File: src/rtl/accu_pkg.sv
// Shared definitions for the accumulator core: opcode encoding, FSM states
// and the ALU operation select used between the core and alu_flags.
package accu_pkg;

  localparam logic [3:0] OPC_NOP   = 4'h0;
  localparam logic [3:0] OPC_LDI   = 4'h1;
  localparam logic [3:0] OPC_LDR   = 4'h2;
  localparam logic [3:0] OPC_STR   = 4'h3;
  localparam logic [3:0] OPC_ADD   = 4'h4;
  localparam logic [3:0] OPC_SUB   = 4'h5;
  localparam logic [3:0] OPC_AND   = 4'h6;
  localparam logic [3:0] OPC_OR    = 4'h7;
  localparam logic [3:0] OPC_XOR   = 4'h8;
  localparam logic [3:0] OPC_ADDI  = 4'h9;
  localparam logic [3:0] OPC_JMP   = 4'hA;
  localparam logic [3:0] OPC_JZ    = 4'hB;
  localparam logic [3:0] OPC_JC    = 4'hC;
  localparam logic [3:0] OPC_RSTPC = 4'hD;
  localparam logic [3:0] OPC_OUT   = 4'hE;
  localparam logic [3:0] OPC_HLT   = 4'hF;

  typedef enum logic [1:0] {
    ST_IDLE = 2'd0,
    ST_RUN  = 2'd1,
    ST_HALT = 2'd2
  } state_t;

  // PASS forwards IN1 unchanged; used for LDI and LDR.
  localparam logic [2:0] ALU_PASS = 3'd0;
  localparam logic [2:0] ALU_ADD  = 3'd1;
  localparam logic [2:0] ALU_SUB  = 3'd2;
  localparam logic [2:0] ALU_AND  = 3'd3;
  localparam logic [2:0] ALU_OR   = 3'd4;
  localparam logic [2:0] ALU_XOR  = 3'd5;

  // Opcodes whose ALU result replaces ACC and refreshes Z.
  function automatic logic writes_acc(input logic [3:0] opc);
    case (opc)
      OPC_LDI, OPC_LDR, OPC_ADD, OPC_SUB,
      OPC_AND, OPC_OR, OPC_XOR, OPC_ADDI: writes_acc = 1'b1;
      default:                            writes_acc = 1'b0;
    endcase
  endfunction

  // Opcodes that also refresh C from the ALU carry/borrow.
  function automatic logic writes_carry(input logic [3:0] opc);
    case (opc)
      OPC_ADD, OPC_SUB, OPC_ADDI: writes_carry = 1'b1;
      default:                    writes_carry = 1'b0;
    endcase
  endfunction

endpackage

File: src/rtl/alu_flags.sv
// Combinational ALU for the accumulator core. CARRY is the carry out of an
// add, the borrow (IN0 < IN1) of a subtract, and 0 for every other operation.
module alu_flags
  import accu_pkg::*;
#(
  parameter int DATA_WIDTH = 8
) (
  input  logic [DATA_WIDTH-1:0] IN0,
  input  logic [DATA_WIDTH-1:0] IN1,
  input  logic [2:0]            OP,
  output logic [DATA_WIDTH-1:0] OUT,
  output logic                  CARRY
);

  logic [DATA_WIDTH:0] sum;
  logic [DATA_WIDTH:0] diff;

  // One extra bit on both operands puts carry/borrow in the top bit.
  assign sum  = {1'b0, IN0} + {1'b0, IN1};
  assign diff = {1'b0, IN0} - {1'b0, IN1};

  always_comb begin
    OUT   = IN1;
    CARRY = 1'b0;
    case (OP)
      ALU_ADD: begin
        OUT   = sum[DATA_WIDTH-1:0];
        CARRY = sum[DATA_WIDTH];
      end
      ALU_SUB: begin
        OUT   = diff[DATA_WIDTH-1:0];
        CARRY = diff[DATA_WIDTH];
      end
      ALU_AND: OUT = IN0 & IN1;
      ALU_OR:  OUT = IN0 | IN1;
      ALU_XOR: OUT = IN0 ^ IN1;
      default: OUT = IN1;
    endcase
  end

endmodule

File: src/rtl/accu_core.sv
// Accumulator CPU core: run/halt FSM, PC, ACC, Z/C flags, register file and
// output port. One instruction from the async program memory per RUN cycle.
module accu_core
  import accu_pkg::*;
#(
  parameter int DATA_WIDTH = 8,
  parameter int OP_WIDTH   = 4,
  parameter int PC_WIDTH   = 4,
  parameter int NUM_REGS   = 4
) (
  input  logic                         CLK,
  input  logic                         RST,
  input  logic                         START,
  output logic [PC_WIDTH-1:0]          PC,
  input  logic [OP_WIDTH+DATA_WIDTH-1:0] INSTR,
  output logic [DATA_WIDTH-1:0]        ACC_OUT,
  output logic [DATA_WIDTH-1:0]        OUT_DATA,
  output logic                         OUT_VALID,
  output logic                         HALTED,
  output logic                         RUNNING,
  output logic [1:0]                   DBG_STATE,
  output logic                         FLAG_Z,
  output logic                         FLAG_C
);

  localparam int RI_W = $clog2(NUM_REGS);

  state_t state, state_next;

  logic [PC_WIDTH-1:0]   pc, pc_next, pc_inc, target;
  logic [DATA_WIDTH-1:0] acc, acc_next;
  logic                  z, z_next, c, c_next;
  logic [DATA_WIDTH-1:0] regs [NUM_REGS];
  logic                  reg_we;
  logic [DATA_WIDTH-1:0] out_data;
  logic                  out_valid, out_we;

  logic [3:0]            opc;
  logic [DATA_WIDTH-1:0] arg;
  logic [RI_W-1:0]       idx;
  logic [DATA_WIDTH-1:0] reg_rd;

  logic [2:0]            alu_op;
  logic [DATA_WIDTH-1:0] alu_in1, alu_out;
  logic                  alu_carry;

  assign opc    = 4'(INSTR[OP_WIDTH+DATA_WIDTH-1 -: OP_WIDTH]);
  assign arg    = INSTR[DATA_WIDTH-1:0];
  assign idx    = arg[RI_W-1:0];
  assign reg_rd = regs[idx];
  assign pc_inc = pc + PC_WIDTH'(1);
  assign target = PC_WIDTH'(arg);

  always_comb begin
    alu_op  = ALU_PASS;
    alu_in1 = reg_rd;
    case (opc)
      OPC_LDI:  alu_in1 = arg;
      OPC_ADD:  alu_op  = ALU_ADD;
      OPC_SUB:  alu_op  = ALU_SUB;
      OPC_AND:  alu_op  = ALU_AND;
      OPC_OR:   alu_op  = ALU_OR;
      OPC_XOR:  alu_op  = ALU_XOR;
      OPC_ADDI: begin
        alu_op  = ALU_ADD;
        alu_in1 = arg;
      end
      default: ;
    endcase
  end

  alu_flags #(
    .DATA_WIDTH(DATA_WIDTH)
  ) u_alu (
    .IN0  (acc),
    .IN1  (alu_in1),
    .OP   (alu_op),
    .OUT  (alu_out),
    .CARRY(alu_carry)
  );

  always_ff @(posedge CLK) begin
    if (RST) state <= ST_IDLE;
    else     state <= state_next;
  end

  // Jumps read z/c as registered, i.e. the flags left by the previous
  // instruction; they never see the current cycle's ALU result.
  always_comb begin
    state_next = state;
    pc_next    = pc;
    acc_next   = acc;
    z_next     = z;
    c_next     = c;
    reg_we     = 1'b0;
    out_we     = 1'b0;
    case (state)
      ST_IDLE: begin
        if (START) state_next = ST_RUN;
      end
      ST_HALT: begin
        if (START) begin
          state_next = ST_RUN;
          pc_next    = pc_inc;
        end
      end
      ST_RUN: begin
        pc_next = pc_inc;
        if (writes_acc(opc)) begin
          acc_next = alu_out;
          z_next   = (alu_out == '0);
        end
        if (writes_carry(opc)) c_next = alu_carry;
        case (opc)
          OPC_STR:   reg_we  = 1'b1;
          OPC_JMP:   pc_next = target;
          OPC_JZ:    if (z) pc_next = target;
          OPC_JC:    if (c) pc_next = target;
          OPC_RSTPC: pc_next = '0;
          OPC_OUT:   out_we  = 1'b1;
          OPC_HLT: begin
            state_next = ST_HALT;
            pc_next    = pc;
          end
          default: ;
        endcase
      end
      default: state_next = ST_IDLE;
    endcase
  end

  always_ff @(posedge CLK) begin
    if (RST) begin
      pc        <= '0;
      acc       <= '0;
      z         <= 1'b0;
      c         <= 1'b0;
      out_data  <= '0;
      out_valid <= 1'b0;
      for (int i = 0; i < NUM_REGS; i++) regs[i] <= '0;
    end else begin
      pc        <= pc_next;
      acc       <= acc_next;
      z         <= z_next;
      c         <= c_next;
      out_valid <= out_we;
      if (out_we) out_data <= acc;
      if (reg_we) regs[idx] <= acc;
    end
  end

  // OUT_VALID is a one-cycle strobe with no back-pressure: OUT_DATA carries a
  // new value exactly in the cycle OUT_VALID is high and must be taken then.
  assign PC        = pc;
  assign ACC_OUT   = acc;
  assign OUT_DATA  = out_data;
  assign OUT_VALID = out_valid;
  assign HALTED    = (state == ST_HALT);
  assign RUNNING   = (state == ST_RUN);
  assign DBG_STATE = state;
  assign FLAG_Z    = z;
  assign FLAG_C    = c;

endmodule

File: config.mk
export PLATFORM = sky130hd
export DESIGN_NAME = accu_core
export DESIGN_NICKNAME = d
export VERILOG_FILES = /design/src/rtl/accu_pkg.sv /design/src/rtl/alu_flags.sv /design/src/rtl/accu_core.sv
export SDC_FILE = /design/constraint.sdc
export NUM_CORES = 1
export LEC_CHECK = 0
export ABC_AREA = 1
export ABC_CLOCK_PERIOD_IN_PS = 6000
export CAP_MARGIN = 40
export CELL_PAD_IN_SITES_DETAIL_PLACEMENT = 1
export CELL_PAD_IN_SITES_GLOBAL_PLACEMENT = 1
export CORE_AREA = 2 2 98 100
export DETAILED_ROUTE_END_ITERATION = 12
export DIE_AREA = 0 0 100 102
export GPL_ROUTABILITY_DRIVEN = 0
export GPL_TIMING_DRIVEN = 0
export PLACE_DENSITY = 0.82
export SLEW_MARGIN = 10
export SYNTH_ARGS = -nofsm -noshare
export SYNTH_HDL_FRONTEND = slang
export SYNTH_HIERARCHICAL = 1
export SYNTH_SLANG_ARGS = --single-unit
export TNS_END_PERCENT = 10
File: constraint.sdc
create_clock -name CLK -period 6 [get_ports CLK]
set_input_delay 0.9 -clock CLK [delete_from_list [all_inputs] [get_ports CLK]]
set_output_delay 0.9 -clock CLK [all_outputs]
set_load 0.02 [all_outputs]
==> results.py, run 1 <==
metrics = {
    "critical_path": {
        "setup.worst_path.end_class": "flop",
        "cp-start-kind": "primary input",
        "worst-endpoint-arrival_ns": 4.61,
        "r2r_start": "regs[0][1]",
        "timing.critical_path.mode_cell": "sky130_fd_sc_hd__nor2_1",
        "critical_path.max_stage_delay_ns": 0.70,
        "timing.critical_path.fanout_max": 10,
        "worst_setup_path_class": "in -> reg",
        "slowest_stage": "sky130_fd_sc_hd__o41ai_1",
        "crit_path_cell_trace": "clkdlybuf4s50_1 -> buf_2 -> buf_2 -> nor2_1 -> o41ai_1 -> buf_1 -> inv_1 -> ha_1 -> nand3_1 -> nand3_1 -> nand2_1 -> nand2_1 -> nand2_1 -> nand3_1 -> nand4_1 -> nor2_1 -> nand4_1 -> nor2_1 -> a21oi_1 -> nor2_1",
        "critical_path_required_ns": 6.27,
        "crit_path_start": "INSTR[0]",
    },
    "die": {
        "num_rows": 35,
        "floorplan.die.height_um": 102,
        "die-width_um": 100,
        "die_area_um2": 10200,
        "i_o_pins": 42,
        "fp.coreArea_um2": 9109,
        "initial_core_util_pct": 44.07,
    },
    "min_path": {
        "hp-start": "FLAG_C",
        "min-delay-path-class": "reg -> reg",
    },
    "cts": {
        "postCtsSetupBuffers": 0,
        "clockBufferDepth": 2,
        "clock-sinks": 57,
        "worstSkewPairLatency_ns": 0.34,
        "cts_tree": "done",
        "cts-buffers-inserted": 9,
        "clk_pin_slew_worst_paths_ns": 0.07,
        "post_cts_sizing_count": 0,
        "count_of_hold_fix_buffers_inserted_at_cts": 0,
        "clockRootBuffer": "sky130_fd_sc_hd__clkbuf_8",
        "ctsHtreeMaxLevel": 3,
    },
    "timing": {
        "slew_headroom_pct": 51.21,
        "finalWorstPathRequiredPeriod_ns": 4.340,
        "timing.final.max_slew_violations": 0,
        "worst-slew-pin-transition_ns": 0.7224,
        "finalCritPeriodShare_pct": 72.33,
        "setup_tns_ns": 0,
        "timing.fmax_ghz": 0.2304,
        "fin_skew_ns": 0.007664,
        "setup-violations-final": 0,
        "hold_viol": 0,
        "fin_hold_ws_ns": 0.5057,
        "setup_repair_after_global_routing_missed_its_margin": "no",
    },
    "synthesis": {
        "synthesis.instances": 542,
        "synth-seq-area-share_pct": 36.41,
        "post_synth_instance_area_um2": 4014,
        "synthSimpleGateAreaFrac_pct": 29.93,
        "yosys.area_share.adder_pct": 10.04,
        "synth_seq_cells": 57,
        "netlist.area_leader.share_pct": 23.94,
        "syn-num-nets": 588,
        "muxShareOfSynthArea_pct": 0,
        "dominant_combinational_cell_family_by_area_after_synthesis": "simple AND/OR/NAND/NOR gates",
        "synth.largest_area_cell": "sky130_fd_sc_hd__edfxtp_1",
        "post_synth_xor_area_fraction_pct": 0.2182,
        "synthTopCellsByArea": "sky130_fd_sc_hd__edfxtp_1, sky130_fd_sc_hd__dfxtp_1, sky130_fd_sc_hd__nor2_1",
        "share_of_the_synthesized_area_in_compound_gates_ao_oa_aoi_oai_pct": 13.87,
        "post_synthesis_cell_type_count": 39,
        "ys_warn_count": 6,
        "syn_avg_cell_area_um2": 7.406,
    },
    "pwr": {
        "clkPwrFrac_pct": 37.6,
        "ir_worst_vdd_v": 0.0001631,
        "power_switching_uw": 365.5,
        "pwr-share-comb_pct": 24.5,
        "p_leak_uw": 0.002025,
        "p_seq_share_pct": 38.0,
        "cell_internal_pwr_uw": 796.3,
        "switching_share_of_total_power_pct": 31.46,
        "power_density_nw_per_um2": 242.3,
    },
    "cells_and_area": {
        "diodes": 0,
        "synthToLayoutAreaGrowth_pct": 19.48,
        "layout_common_cells": "sky130_fd_sc_hd__nor2_1, sky130_fd_sc_hd__nand2_1, sky130_fd_sc_hd__inv_1",
        "fin_nets": 641,
        "layout.core_utilization_pct": 52.65,
        "stdcell_area_um2": 4796,
        "share_of_layout_cells_above_drive_strength_1_pct": 11.83,
        "most_common_cell_after_layout_fill_and_taps_aside": "sky130_fd_sc_hd__nor2_1",
    },
    "global_routing": {
        "overflow": 0,
        "grt_max_degree": 11,
        "antenna_found_initial": 0,
        "grt_first_pass_wirelength_um": 20170,
        "global_route.usage.total_pct": 25.55,
        "grt_pass1_vias": 4066,
    },
    "drt": {
        "detail-route-antenna-nets": 0,
        "initialDrtViolationCount": 155,
        "drc": 0,
        "detail_route.wl_per_cell_um": 17.40,
        "drt_pre_antenna_iters": 4,
        "drt-total-wl_um": 12370,
        "num_vias": 3859,
        "drt-vias-per-instance": 5.428,
    },
    "place": {
        "hpwl_um": 9653,
        "numPortBuffers": 40,
        "placement.cell_area_um2": 4562,
    },
    "job": {
        "cap_violations": 0,
    },
    "run_status": {
        "outcome": "complete, no violations",
    },
}
## state kept, by name (all words and copies together) (netlist names)
signal,count
regs,32
ACC_OUT,8
OUT_DATA,8
PC,4
DBG_STATE,2
FLAG_C,1
FLAG_Z,1
OUT_VALID,1
## cells in the mapped netlist
cell                        number
sky130_fd_sc_hd__o2111ai_1       2
sky130_fd_sc_hd__nor2_8          1
sky130_fd_sc_hd__nor4_1          2
sky130_fd_sc_hd__nor2_4          3
sky130_fd_sc_hd__inv_4           2
sky130_fd_sc_hd__nor2_2          4
sky130_fd_sc_hd__o21ai_0        29
sky130_fd_sc_hd__nand2_2        10
sky130_fd_sc_hd__ha_1           29
sky130_fd_sc_hd__buf_4           1
sky130_fd_sc_hd__edfxtp_1       32
sky130_fd_sc_hd__nor3_4          1
sky130_fd_sc_hd__nor3_2          2
sky130_fd_sc_hd__inv_2           9
sky130_fd_sc_hd__nand3b_1        2
sky130_fd_sc_hd__a21oi_2         6
sky130_fd_sc_hd__o21bai_1        1
sky130_fd_sc_hd__o41ai_1         1
sky130_fd_sc_hd__clkbuf_1        3
sky130_fd_sc_hd__nor3_1          1
sky130_fd_sc_hd__xnor2_1         1
sky130_fd_sc_hd__and2_1          1
sky130_fd_sc_hd__nand2_4         1
sky130_fd_sc_hd__nand3_2         1
sky130_fd_sc_hd__fa_1            2
sky130_fd_sc_hd__nor2_1         99
sky130_fd_sc_hd__or2_0           1
sky130_fd_sc_hd__o21ai_1        10
sky130_fd_sc_hd__nand2_1        87
sky130_fd_sc_hd__buf_6           2
sky130_fd_sc_hd__buf_2           8
sky130_fd_sc_hd__a31oi_1         7
sky130_fd_sc_hd__inv_1          68
sky130_fd_sc_hd__nand3_1        33
sky130_fd_sc_hd__o21ai_2         5
sky130_fd_sc_hd__o22ai_1        10
sky130_fd_sc_hd__nand4_1        15
sky130_fd_sc_hd__dfxtp_1        25
sky130_fd_sc_hd__a21oi_1        25
## cell type report
class	instances	area (um2)
buffer	14	81.33
clock buffer	10	127.6
clock inverter	6	106.4
fill	1161	4313
inverter	79	301.5
multi-input combinational	392	2170
sequential	57	1461
tap	111	138.9
timing repair buffer	42	409.1
## metrics by stage
step / power, uW / worst slack [ns] / std cells
after floorplan: 632.3 / 2.386 / 542
after detailed placement: 728.9 / 1.348 / 695
final: 1162 / 1.660 / 711
after global placement: 715.5 / 1.112 / 693
after global routing: 1216 / 1.268 / 711
after CTS: 1166 / 1.652 / 711
## critical path: cells and delay by family
kind                     cells  cell delay [ns]
AO/OA/AOI/OAI                2             0.75
buffers and inverters        5             1.31
AND/OR/NAND/NOR             12             1.33
adder cells (fa/ha/maj)      1             0.31
## routing by layer
metal  GRT usage (%)  part of all wire (%)
met5               0                     0
met1           32.29                    45
met4           9.273                   1.4
met2           44.75                    50
met3           3.762                   3.0
## cells by family (layout without fill, tap and decap cells)
group,after synthesis,in the layout
compound gates,96,96
xor+xnor,1,1
fa+ha+maj,31,31
buf+inv,93,151
flops,57,57
simple gates,264,264
## worst paths after layout
path	slack [ns]	cells past startpoint	endpoint
worst max register to register	2.88	17	FLAG_Z
worst min register to register	0.51	2	FLAG_C
worst max-delay path	1.66	20	FLAG_Z
worst min-delay path	0.51	2	FLAG_C
## power groups by stage
| stage | Sequential (uW) | Clock [uW] | Combinational, uW |
|---|---|---|---|
| finish | 441 | 437 | 284 |
| floorplan | 456 | 0 | 176 |
| global route | 443 | 457 | 316 |
| global placement | 448 | 0 | 267 |
| CTS | 441 | 442 | 283 |
| detailed placement | 450 | 0 | 279 |
(Power assumes the default switching activity.)
==> run 2, diff against run 1 <==
ABC_CLOCK_PERIOD_IN_PS = 4550   (was 6000)
CORE_AREA = 2 2 101 103   (was 2 2 98 100)
DIE_AREA = 0 0 103 105   (was 0 0 100 102)
PLACE_DENSITY = 0.77   (was 0.82)
clock period = 4.55 ns   (was 6 ns; I/O delays follow)
==> run 2 against run 1 <==
  * Critical path depth increased by 1
  * Register-to-register slack worse by 1.5 ns
  * Final cell count up 3.1%
  * Worst hold slack got worse by 0.0076 ns
  * Non-clock buffer count stayed put
  * Largest cell class unchanged
  * Largest power group unchanged
  * Highest routed layer unchanged
==> results.py, run 2 (synthesized netlist as in run 1, its figures left out) <==
metrics = {
    "die": {
        "initial_core_util_pct": 41.64,
        "i_o_pins": 42,
        "num_rows": 36,
        "die-width_um": 103,
        "die_area_um2": 10820,
        "fp.coreArea_um2": 9639,
        "floorplan.die.height_um": 105,
    },
    "cts": {
        "clk_pin_slew_worst_paths_ns": 0.07,
        "clockBufferDepth": 2,
        "count_of_hold_fix_buffers_inserted_at_cts": 0,
        "cts_tree": "done",
        "cts-buffers-inserted": 9,
        "ctsHtreeMaxLevel": 3,
        "worstSkewPairLatency_ns": 0.33,
        "clockRootBuffer": "sky130_fd_sc_hd__clkbuf_8",
        "postCtsSetupBuffers": 0,
        "clock-sinks": 57,
        "post_cts_sizing_count": 0,
    },
    "pwr": {
        "power_switching_uw": 481.7,
        "p_leak_uw": 0.002004,
        "cell_internal_pwr_uw": 943.2,
        "p_seq_share_pct": 40.8,
        "clkPwrFrac_pct": 33.4,
        "ir_worst_vdd_v": 0.0001876,
        "switching_share_of_total_power_pct": 33.81,
        "p_total_uw": 1425,
        "power_density_nw_per_um2": 297.8,
        "pwr-share-comb_pct": 25.8,
    },
    "cells_and_area": {
        "share_of_layout_cells_above_drive_strength_1_pct": 12.00,
        "registers.top_by_ff_count": "regs",
        "multi_input_comb_area_um2": 2170,
        "largest_register_ff_count": 32,
        "fin_nets": 641,
        "diodes": 0,
        "most_common_cell_after_layout_fill_and_taps_aside": "sky130_fd_sc_hd__nor2_1",
        "stdcell_area_um2": 4785,
        "regArea_um2": 1461,
        "layout_common_cells": "sky130_fd_sc_hd__nor2_1, sky130_fd_sc_hd__nand2_1, sky130_fd_sc_hd__inv_1",
        "layout.core_utilization_pct": 49.64,
        "filler_cell_count": 1265,
        "synthToLayoutAreaGrowth_pct": 19.20,
        "layoutNonFillerInstCount": 733,
    },
    "critical_path": {
        "crit_buf_inv": 6,
        "worst-endpoint-arrival_ns": 4.41,
        "critical_path.max_stage_delay_ns": 0.74,
        "crit_path_cell_trace": "clkdlybuf4s50_1 -> buf_2 -> buf_2 -> nor2_1 -> o41ai_1 -> buf_1 -> inv_1 -> ha_1 -> inv_1 -> nand3b_1 -> nand2_1 -> nand2_1 -> nand2_1 -> nand2_1 -> nand3_1 -> nand4_1 -> nor2_1 -> nand4_1 -> nor2_1 -> a21oi_1 -> nor2_1",
        "worst_setup_path_class": "in -> reg",
        "critical_path_required_ns": 4.81,
        "crit_family": "buffers and inverters",
        "cp-start-kind": "primary input",
        "timing.critical_path.fanout_max": 10,
        "setup.worst_path.end_class": "flop",
        "slowest_stage": "sky130_fd_sc_hd__o41ai_1",
    },
    "min_path": {
        "min-delay-path-class": "reg -> reg",
    },
    "place": {
        "dp_cells": 717,
        "placement.cell_area_um2": 4589,
        "numPortBuffers": 40,
        "hpwl_um": 9581,
    },
    "drt": {
        "detail-route-antenna-nets": 0,
        "detail_route.wl_per_cell_um": 16.13,
        "drt-total-wl_um": 11830,
        "drc": 0,
        "drt-vias-per-instance": 5.166,
        "num_vias": 3787,
        "initialDrtViolationCount": 106,
        "drt_pre_antenna_iters": 4,
    },
    "timing": {
        "setup-violations-final": 0,
        "hold_viol": 0,
        "worst-slew-pin-transition_ns": 0.7852,
        "timing.final.max_slew_violations": 0,
        "slew_headroom_pct": 46.97,
        "finalCritPeriodShare_pct": 91.19,
        "finalWorstPathRequiredPeriod_ns": 4.149,
        "fin_skew_ns": 0.008512,
        "setup_repair_after_global_routing_missed_its_margin": "no",
        "timing.fmax_ghz": 0.2410,
    },
    "run_status": {
        "outcome": "complete, no violations",
    },
    "global_routing": {
        "global_route.usage.total_pct": 23.28,
        "grt_first_pass_wirelength_um": 19850,
        "overflow": 0,
        "grt_pass1_vias": 3969,
        "antenna_found_initial": 0,
        "grt_max_degree": 12,
    },
    "job": {
        "cap_violations": 0,
    },
}
-- run 2: power by group through the flow --
stage / clock network (uW) / registers (uW) / logic, uW
CTS: 480 / 581 / 370
floorplan: 0 / 601 / 233
detailed placement: 0 / 593 / 368
finish: 476 / 581 / 368
global placement: 0 / 591 / 354
global route: 503 / 584 / 414
-- run 2: layout make-up --
cell class / instances / share of cell area, %
clock buffer: 10 / 2.667
tap: 133 / 3.478
clock inverter: 6 / 1.412
buffer: 14 / 1.700
multi-input combinational: 392 / 45.35
sequential: 57 / 30.54
timing repair buffer: 42 / 8.551
inverter: 79 / 6.302
-- run 2: tightest hold or removal path, cell delays in order (launching register included) --
cell and delay (ns):
sky130_fd_sc_hd__dfxtp_1 0.33, sky130_fd_sc_hd__inv_1 0.07, sky130_fd_sc_hd__a21oi_1 0.05
-- run 2: final timing paths --
path,startpoint,end,slack [ns],cells past startpoint
worst max-delay path,INSTR[0],FLAG_Z,0.40,21
worst min-delay path,FLAG_C,FLAG_C,0.50,2
worst max register to register,regs[0][1],FLAG_Z,1.42,18
worst min register to register,FLAG_C,FLAG_C,0.50,2
-- run 2: metal layers --
layer | share of wire, % | track usage (%) | vias to the layer above
met1 | 47 | 31.27 | 1831
li1 | - | - | 1897
met2 | 50 | 39.42 | 46
met4 | 0.90 | 5.169 | 0
met3 | 2.8 | 3.211 | 13
met5 | 0 | 0 | -
-- run 2: metrics by stage --
step | TNS (ns) | setup WS, ns | hold slack (ns)
after floorplan | 0 | 1.154 | 0.5545
after detailed placement | 0 | 0.07516 | 0.4834
after CTS | 0 | 0.3837 | 0.4979
after global placement | -0.1436 | -0.1436 | 0.4925
after global routing | 0 | 0.03805 | 0.5406
final | 0 | 0.4008 | 0.4981
